$ cat config.mk
export PLATFORM = sky130hd
export DESIGN_NAME = i8088_bus_responder
export DESIGN_NICKNAME = d
export VERILOG_FILES = /design/src/rtl/i8088_bus_pkg.sv /design/src/rtl/i8088_bus_wait_ctr.sv /design/src/rtl/i8088_bus_responder.sv
export SDC_FILE = /design/constraint.sdc
export NUM_CORES = 1
export LEC_CHECK = 0
export ABC_CLOCK_PERIOD_IN_PS = 2500
export CAP_MARGIN = 25
export CORE_ASPECT_RATIO = 1.4
export CORE_MARGIN = 3
export CORE_UTILIZATION = 46
export DETAILED_ROUTE_END_ITERATION = 8
export HOLD_SLACK_MARGIN = 0.05
export PLACE_DENSITY = 0.82
export SYNTH_ARGS = -nofsm -noshare
export SYNTH_HDL_FRONTEND = slang
export SYNTH_HIERARCHICAL = 1
export SYNTH_SLANG_ARGS = --single-unit
$ cat constraint.sdc
create_clock -name CLK -period 2.5 [get_ports CLK]
set_input_delay 0.5 -clock CLK [delete_from_list [all_inputs] [get_ports CLK]]
set_output_delay 0.5 -clock CLK [all_outputs]
set_load 0.05 [all_outputs]
$ cat src/rtl/i8088_bus_pkg.sv
// Shared encodings for the 8088 bus responder: CPU status codes, T-state FSM and cycle types.
package i8088_bus_pkg;

   localparam logic [2:0] ST_INTA    = 3'b000;
   localparam logic [2:0] ST_IORD    = 3'b001;
   localparam logic [2:0] ST_IOWR    = 3'b010;
   localparam logic [2:0] ST_HALT    = 3'b011;
   localparam logic [2:0] ST_CODE    = 3'b100;
   localparam logic [2:0] ST_MEMRD   = 3'b101;
   localparam logic [2:0] ST_MEMWR   = 3'b110;
   localparam logic [2:0] ST_PASSIVE = 3'b111;

   typedef enum logic [2:0] {
      S_IDLE = 3'd0,
      S_T1   = 3'd1,
      S_T2   = 3'd2,
      S_T3   = 3'd3,
      S_TW   = 3'd4,
      S_T4   = 3'd5
   } bus_state_t;

   // Values match the status encoding so a latched status casts straight in.
   typedef enum logic [2:0] {
      CYC_INTA    = 3'b000,
      CYC_IORD    = 3'b001,
      CYC_IOWR    = 3'b010,
      CYC_HALT    = 3'b011,
      CYC_CODE    = 3'b100,
      CYC_MEMRD   = 3'b101,
      CYC_MEMWR   = 3'b110,
      CYC_PASSIVE = 3'b111
   } bus_cyc_t;

   function automatic logic cyc_is_read(input bus_cyc_t c);
      return (c == CYC_INTA) || (c == CYC_IORD) || (c == CYC_CODE) || (c == CYC_MEMRD);
   endfunction

endpackage

$ cat src/rtl/i8088_bus_wait_ctr.sv
// Wait-state down counter (load, saturating decrement) plus the TW watchdog counter
// that only exists when BUS_TIMEOUT_EN is defined.
module i8088_bus_wait_ctr #(
   parameter int unsigned TIMEOUT = 255
) (
   input  logic       clk,
   input  logic       rst,
   input  logic       load,
   input  logic [7:0] load_val,
   input  logic       dec,
   input  logic       tw_clr,
   input  logic       tw_run,
   output logic       zero,
   output logic       last,
   output logic       tmo_hit
);

   if (TIMEOUT == 0 || TIMEOUT > 255) begin : g_tmo_range
      $error("TIMEOUT must be in 1..255");
   end

   logic [7:0] cnt;

   always_ff @(posedge clk) begin
      if (rst)                   cnt <= 8'd0;
      else if (load)             cnt <= load_val;
      else if (dec && cnt != 0)  cnt <= cnt - 8'd1;
   end

   assign zero = (cnt == 8'd0);
   // In TW the cycle may finish on the edge that takes the count to zero.
   assign last = (cnt <= 8'd1);

`ifdef BUS_TIMEOUT_EN
   localparam logic [7:0] TMO_LAST = 8'(TIMEOUT - 1);
   logic [7:0] tw_cnt;

   always_ff @(posedge clk) begin
      if (rst || tw_clr)                     tw_cnt <= 8'd0;
      else if (tw_run && tw_cnt != TMO_LAST) tw_cnt <= tw_cnt + 8'd1;
   end

   assign tmo_hit = tw_run && (tw_cnt == TMO_LAST);
`else
   logic unused_tw;
   assign unused_tw = tw_clr ^ tw_run;
   assign tmo_hit   = 1'b0;
`endif

endmodule

$ cat src/rtl/i8088_bus_responder.sv
// 8088 local-bus responder: decodes S2..S0 into T-states, strobes and READY, and forwards
// each cycle to a req/ack backend. Define BUS_TIMEOUT_EN for the TW watchdog.
module i8088_bus_responder
   import i8088_bus_pkg::*;
#(
   parameter int unsigned MEM_WAIT  = 0,
   parameter int unsigned IO_WAIT   = 1,
   parameter int unsigned INTA_WAIT = 1,
   parameter int unsigned TIMEOUT   = 255
) (
   input  logic        CLK,
   input  logic        RESET,
   input  logic [2:0]  s2_s0,
   input  logic [19:0] ad_in,
   input  logic [7:0]  cpu_dout,
   input  logic        lock_n,
   output logic        ready,
   output logic [7:0]  din,
   output logic        ale,
   output logic        memr_n,
   output logic        memw_n,
   output logic        ior_n,
   output logic        iow_n,
   output logic        inta_n,
   output logic        halt,
   output logic        req,
   output logic        req_we,
   output logic        req_io,
   output logic        req_inta,
   output logic        req_lock,
   output logic [19:0] req_addr,
   output logic [7:0]  req_wdata,
   input  logic        ack,
   input  logic [7:0]  ack_rdata,
   output logic        timeout
);

   if (MEM_WAIT > 255 || IO_WAIT > 255 || INTA_WAIT > 255) begin : g_wait_range
      $error("wait-state parameters must fit in 8 bits");
   end

   localparam logic [7:0] MEM_W  = 8'(MEM_WAIT);
   localparam logic [7:0] IO_W   = 8'(IO_WAIT);
   localparam logic [7:0] INTA_W = 8'(INTA_WAIT);

   bus_state_t state;
   bus_cyc_t   cyc;
   logic [2:0] prev_st;
   logic       pending;
   logic       start, ack_ok, tmo_fire;
   logic [7:0] wait_load;
   logic       wait_zero, wait_last, tmo_hit;

   assign start  = (state == S_IDLE) && (prev_st == ST_PASSIVE) && (s2_s0 != ST_PASSIVE);
   // pending is only ever set between T2 and TW, so this alone bounds the ack window.
   assign ack_ok = pending && ack;

   always_comb begin
      wait_load = 8'd0;
      case (s2_s0)
         ST_INTA:                      wait_load = INTA_W;
         ST_IORD, ST_IOWR:             wait_load = IO_W;
         ST_CODE, ST_MEMRD, ST_MEMWR:  wait_load = MEM_W;
         default:                      wait_load = 8'd0;
      endcase
   end

   i8088_bus_wait_ctr #(.TIMEOUT(TIMEOUT)) u_wait (
      .clk      (CLK),
      .rst      (RESET),
      .load     (start),
      .load_val (wait_load),
      .dec      (state == S_TW),
      .tw_clr   (state == S_T3),
      .tw_run   (state == S_TW),
      .zero     (wait_zero),
      .last     (wait_last),
      .tmo_hit  (tmo_hit)
   );

   assign tmo_fire = tmo_hit && pending && !ack;

   always_ff @(posedge CLK) begin
      if (RESET) begin
         state     <= S_IDLE;
         cyc       <= CYC_PASSIVE;
         prev_st   <= ST_PASSIVE;
         pending   <= 1'b0;
         ready     <= 1'b1;
         din       <= 8'hFF;
         ale       <= 1'b0;
         {memr_n, memw_n, ior_n, iow_n, inta_n} <= 5'b11111;
         halt      <= 1'b0;
         req       <= 1'b0;
         req_we    <= 1'b0;
         req_io    <= 1'b0;
         req_inta  <= 1'b0;
         req_lock  <= 1'b0;
         req_addr  <= 20'd0;
         req_wdata <= 8'd0;
      end else begin
         prev_st <= s2_s0;
         ale     <= 1'b0;
         req     <= 1'b0;
         halt    <= 1'b0;

         if (ack_ok) begin
            pending <= 1'b0;
            if (cyc_is_read(cyc)) din <= ack_rdata;
         end

         case (state)
            S_IDLE: if (start) begin
               state    <= S_T1;
               ale      <= 1'b1;
               req_addr <= ad_in;
               cyc      <= bus_cyc_t'(s2_s0);
            end
            S_T1: begin
               if (cyc == CYC_HALT) begin
                  halt  <= 1'b1;
                  state <= S_IDLE;
               end else begin
                  state    <= S_T2;
                  req      <= 1'b1;
                  pending  <= 1'b1;
                  req_we   <= (cyc == CYC_IOWR) || (cyc == CYC_MEMWR);
                  req_io   <= (cyc == CYC_IORD) || (cyc == CYC_IOWR);
                  req_inta <= (cyc == CYC_INTA);
                  req_lock <= !lock_n;
                  if ((cyc == CYC_IOWR) || (cyc == CYC_MEMWR)) req_wdata <= cpu_dout;
                  case (cyc)
                     CYC_CODE, CYC_MEMRD: memr_n <= 1'b0;
                     CYC_MEMWR:           memw_n <= 1'b0;
                     CYC_IORD:            ior_n  <= 1'b0;
                     CYC_IOWR:            iow_n  <= 1'b0;
                     default:             inta_n <= 1'b0;
                  endcase
               end
            end
            S_T2: state <= S_T3;
            S_T3: begin
               if (!pending && wait_zero) begin
                  state <= S_T4;
                  ready <= 1'b1;
                  {memr_n, memw_n, ior_n, iow_n, inta_n} <= 5'b11111;
               end else begin
                  state <= S_TW;
                  ready <= 1'b0;
               end
            end
            S_TW: begin
               if (!pending && wait_last) begin
                  state <= S_T4;
                  ready <= 1'b1;
                  {memr_n, memw_n, ior_n, iow_n, inta_n} <= 5'b11111;
               end else if (tmo_fire) begin
                  state   <= S_T4;
                  ready   <= 1'b1;
                  pending <= 1'b0;
                  {memr_n, memw_n, ior_n, iow_n, inta_n} <= 5'b11111;
                  if (cyc_is_read(cyc)) din <= 8'hFF;
               end
            end
            S_T4:    state <= S_IDLE;
            default: state <= S_IDLE;
         endcase
      end
   end

`ifdef BUS_TIMEOUT_EN
   always_ff @(posedge CLK) begin
      if (RESET)         timeout <= 1'b0;
      else if (tmo_fire) timeout <= 1'b1;
   end
`else
   assign timeout = 1'b0;
`endif

endmodule

After elaboration in Yosys (flattened, before gate mapping)
Index checks and enable logic that the tools add are counted.

Register bits after elaboration: 67. Bits in latches: 0. RAM bits: 0. ROM bits: 0. Input bits: 43. Output and inout bits: 50. Word-level logic and storage cells: 119. Memories: 0.

$add $sub $neg: 1. $mul: 0. Divide/modulo/power cells: 0. Magnitude comparators: 1. Equal/unequal tests: 23. Shift operators: 0. Multiplexer cells: 33. Bitwise operators: 3. Reductions and logical operators: 37.

Operators with widths (number): $reduce_and A5 Y1 (5); $mux W1 (21); $ne A2 B2 Y1 const B (9); $mux W8 (2); $eq A3 B2 Y1 const B (5); $eq A3 B3 Y1 const B (5); $pmux W1 S3 (5); $pmux W3 S5 (1); $reduce_and A2 Y1 (5); $eq A3 B1 Y1 const B (3); $logic_not A3 Y1 (3); $le A8 B1 Y1 const B (1); $logic_not A8 Y1 (1); $reduce_bool A8 Y1 (1); $sub A8 B1 Y8 const B (1); $logic_and A1 B1 Y1 (6); $mux W3 (2); $reduce_or A2 Y1 (3); $logic_or A1 B1 Y1 (5); $reduce_or A5 Y1 (1); $reduce_bool A2 Y1 (2); $ne A3 B3 Y1 const B (1); $not A1 Y1 (3); $reduce_and A3 Y1 (1); other kinds (5) (6).

Logic depth before layout (Yosys ltp)
Depth in word-level cells: 5. Gate-level depth with buffers: 10. Gate-level depth less buffers: 8.

Modules after synthesis
Netlist, hierarchy kept.

By module, submodules not included: i8088_bus_responder (times used 1, cells an instance 273, area an instance 2269.7 um^2, seq. area each 1181.1 um^2); i8088_bus_wait_ctr (times used 1, cells an instance 65, area an instance 571.8 um^2, seq. area each 160.2 um^2).

Least setup slack after synthesis
OpenSTA, ideal clock, no wires.

Path type: register to register. Start: register u_wait.cnt[2]. End: register inta_n. Library setup time: 0.079 ns. Data arrival time: 1.997 ns. Data required time: 2.421 ns. Path slack: 0.424 ns. Stages on the path, launching flop included: 8. Path buffers: 1. Period minus slack after synthesis: 2.076 ns. Cell sequence: dfxtp_1 > or4_1 > buf_6 > nor4_4 > nor2b_1 > o21ai_2 > a211o_4 > o211ai_1.

Word-level cells in the longest chain between the ends: 4. Elaborated cells on any way between the ends: 7. Classes of those cells: order compare (1); eq/ne (2); reduce/logical (4).

Ends and longest elaborated chain: start, declared (RTL line i8088_bus_wait_ctr.sv:22) `logic [7:0] cnt;`; start signal, assigned (RTL line i8088_bus_wait_ctr.sv:26) `else if (load) cnt <= load_val;`; start signal, assigned (RTL line i8088_bus_wait_ctr.sv:27) `else if (dec && cnt != 0) cnt <= cnt - 8'd1;`; $logic_not A8 Y1 (RTL line i8088_bus_wait_ctr.sv:30) `assign zero = (cnt == 8'd0);`; via wait_zero (RTL line i8088_bus_responder.sv:52) `logic wait_zero, wait_last, tmo_hit;`; $logic_and A1 B1 Y1 (RTL line i8088_bus_responder.sv:143) `if (!pending && wait_zero) begin`; $ne A2 B2 Y1 (no line); $reduce_and A5 Y1 (no line); end signal, assigned (RTL line i8088_bus_responder.sv:137) `default: inta_n <= 1'b0;`; end signal, assigned (RTL line i8088_bus_responder.sv:146) `{memr_n, memw_n, ior_n, iow_n, inta_n} <= 5'b11111;`; end signal, assigned (RTL line i8088_bus_responder.sv:156) `{memr_n, memw_n, ior_n, iow_n, inta_n} <= 5'b11111;`; end, declared (RTL line i8088_bus_responder.sv:24) `output logic inta_n,`.

The timed path passes the listed nets, and every way through them passes these cells. A chain may end at the register's enable or synchronous reset.

Worst setup path after layout
Start: register u_wait.cnt[2]. End: register memr_n.

Word-level cells in the longest chain between the ends: 4. Elaborated cells on any way between the ends: 7. Classes of those cells: order compare (1); eq/ne (2); reduce/logical (4).

Ends and longest elaborated chain: $le A8 B1 Y1 (RTL line i8088_bus_wait_ctr.sv:32) `assign last = (cnt <= 8'd1);`; via wait_last (RTL line i8088_bus_responder.sv:52); $logic_and A1 B1 Y1 (RTL line i8088_bus_responder.sv:153) `if (!pending && wait_last) begin`; $ne A2 B2 Y1 (no line); $reduce_and A5 Y1 (no line); end signal, assigned (RTL line i8088_bus_responder.sv:146); end signal, assigned (RTL line i8088_bus_responder.sv:156); end signal, assigned (RTL line i8088_bus_responder.sv:161) `{memr_n, memw_n, ior_n, iow_n, inta_n} <= 5'b11111;`; end, declared (RTL line i8088_bus_responder.sv:20) `output logic memr_n,`.

The timed path passes the listed nets, and every way through them passes these cells.

==> out/qor.csv <==
stage,metric,value,unit
outcome,status,"finished, final reports clean",
layout,# diodes,0,
critical_path,CP Class,register to register,
clock_network,Sink Count,67,
sta,Final setup viols,0,
placement,input/output buffers,91,
die,initial core utilization,48.02,%
clock_network,H-tree depth,3,
synthesis,yosys warns,6,
route,First DRT Iteration DRCs,131,
clock_network,CTS Root Buffer Type,clkbuf_8,
clock_network,post-CTS sizing,0,
global_routing,vias in the first global route,2535,
clock_network,Hold Buf Count CTS,0,
layout,fillers,496,
clock_network,Inserted Clock Buffers,9,
layout,Final Cell Area,3990,um^2
die,cell row count,33,
die,die footprint,7155,um^2
sta,RSZ-0062 raised after global routing,no,
global_routing,met3 Usage GRT,5.306,%
clock_network,clk_lat worst skew,340,ps
sta,Final min period,2208,ps
critical_path,critical path required time,2720,ps
layout,fin cells,506,
global_routing,most used routing layer,met2,
global_routing,largest net degree at the start of global routing,31,
sta,clk_skew,7.611,ps
critical_path,element type at the critical path start,register,
power,Worst IR Drop VDD,0.5047,mV
route,DR WL/cell,13.72,um
layout,Area Growth Syn to Fin,40.73,%
route,DRT Wirelength,6.941,mm
layout,Sequential Area,1341,um^2
critical_path,crit path max fanout,8,
global_routing,total track usage,20.09,%
global_routing,remaining global-route overflow,0,
sta,FMAX,0.4530,GHz
critical_path,"delay-heaviest family, CP",simple AND/OR/NAND/NOR gates,
layout,multi-input logic area,1339,um^2
die,Die Ht,98.89,um
critical_path,Crit path largest cell delay,700,ps
sta,Slew HR,52.97,%
layout,Layout Nets,477,
critical_path,crit-path cells,or4_1 > nor4_1 > nand2b_1 > and3_1 > a221oi_1 > o211ai_1,
synthesis,Mapped Area,2835,um^2
critical_path,Critical-path top delay cell,or4_1,
layout,share of cells above drive strength 1,8.945,%
power,power per cell area,1030,nW/um^2
global_routing,initial antenna violation count,0,
placement,GP Congestion,0.8484,
sta,count of final max-slew check failures,0,
clock_network,clk buf depth,2,
placement,hpwl dp,5.076,mm
global_routing,global-route wire length before repair,11.33,mm
die,CORE AREA,5904,um^2
sta,final hold vios,0,
global_routing,GR Layer Usage met1,21.69,%
global_routing,met2 Use GR,35.16,%
hold_path,Hold WC Path Type,register to register,
die,Die X-Extent,72.35,um
sta,crit share post-route,88.30,%
route,DR pass1 iterations,4,
clock_network,post-CTS setup buffer count,0,
power,Tot Pwr,4.111,mW
run,max cap viols,0,
clock_network,CTS tree,yes,
sta,Total Neg Setup Slack,0,ps
route,DRC errors left,0,
critical_path,WP data arrival,2420,ps
synthesis,syn avg cell area,8.413,um^2
critical_path,register-to-register setup slack,290,ps
route,DR vias/cell,5.334,
placement,dpl cell area,3781,um^2
critical_path,Crit. End Element,register,
synthesis,cell count after synthesis,337,
clock_network,clock slew at reported path FFs,70,ps
route,DR vias,2699,
route,antenna-violating nets left,0,
die,io pins,93,
placement,dpl cells,490,
sta,hold_ws,453.0,ps
critical_path,Critical path buffers and inverters,0,
sta,Least-Margin Pin Slew,702.2,ps
power,Leakage,1.542,nW
## worst reg2reg max path: stages (launching register included)
cell and delay (ps):
dfxtp_1 350, or4_1 700, nor4_1 290, nand2b_1 100
and3_1 260, a221oi_1 270, o211ai_1 120
## worst paths after layout
path                               startpoint      endpoint  depth (start not counted)
worst min register to register   req_wdata[3]  req_wdata[3]                          2
worst max register to register  u_wait/cnt[2]        memr_n                          6
worst min-delay path             req_wdata[3]  req_wdata[3]                          2
worst max-delay path            u_wait/cnt[2]        memr_n                          6
## per-layer routing
metal	vias up	routed length [um]
li1	1336	-
met2	85	3646
met5	-	0
met4	0	177
met3	13	377
met1	1265	2740
## state kept, by name (all words and copies together), names as in the netlist, 3 cells and up
| register | count |
|---|---|
| cyc | 3 |
| din | 8 |
| prev_st | 3 |
| req_addr | 20 |
| req_wdata | 8 |
| state | 3 |
| u_wait/cnt | 8 |
## cell usage in the layout, fill, tap and decap left out, types with 3 or more instances in the layout
cell type / count
clkdlybuf4s50_1: 90
o21ai_0: 3
nor2b_1: 3
nor2_1: 14
nand3_1: 21
o21bai_1: 3
nor3_1: 4
nand2_1: 81
o211ai_1: 8
a21oi_1: 36
ha_1: 3
conb_1: 9
buf_4: 6
or2_2: 3
or4_1: 4
a211oi_1: 3
dfxtp_1: 67
clkbuf_8: 9
a221oi_1: 6
inv_1: 13
## area by class of cell
type	count	area share, %
Clock buffer	11	3.293
Tap cell	70	2.195
Multi-Input combinational cell	240	33.55
Inverter	16	1.568
Sequential cell	67	33.62
Clock inverter	5	1.944
Timing Repair Buffer	97	23.83
## metrics by stage
step | setup slack (ps) | util (%)
3_3_place_gp | 364.0 | 64.04
6_report | 292.4 | 67.58
4_1_cts | 288.2 | 67.58
5_1_grt | 97.94 | 67.58
2_1_floorplan | 426.0 | -
3_5_place_dp | 292.3 | 64.04
## power breakdown
group	switching (mW)	total [mW]	internal, mW
combinational	1.09	1.72	0.628
sequential	0.173	1.45	1.27
clock	0.388	0.947	0.559
total	1.65	4.11	2.46
Power figures use the tool's default switching activity.
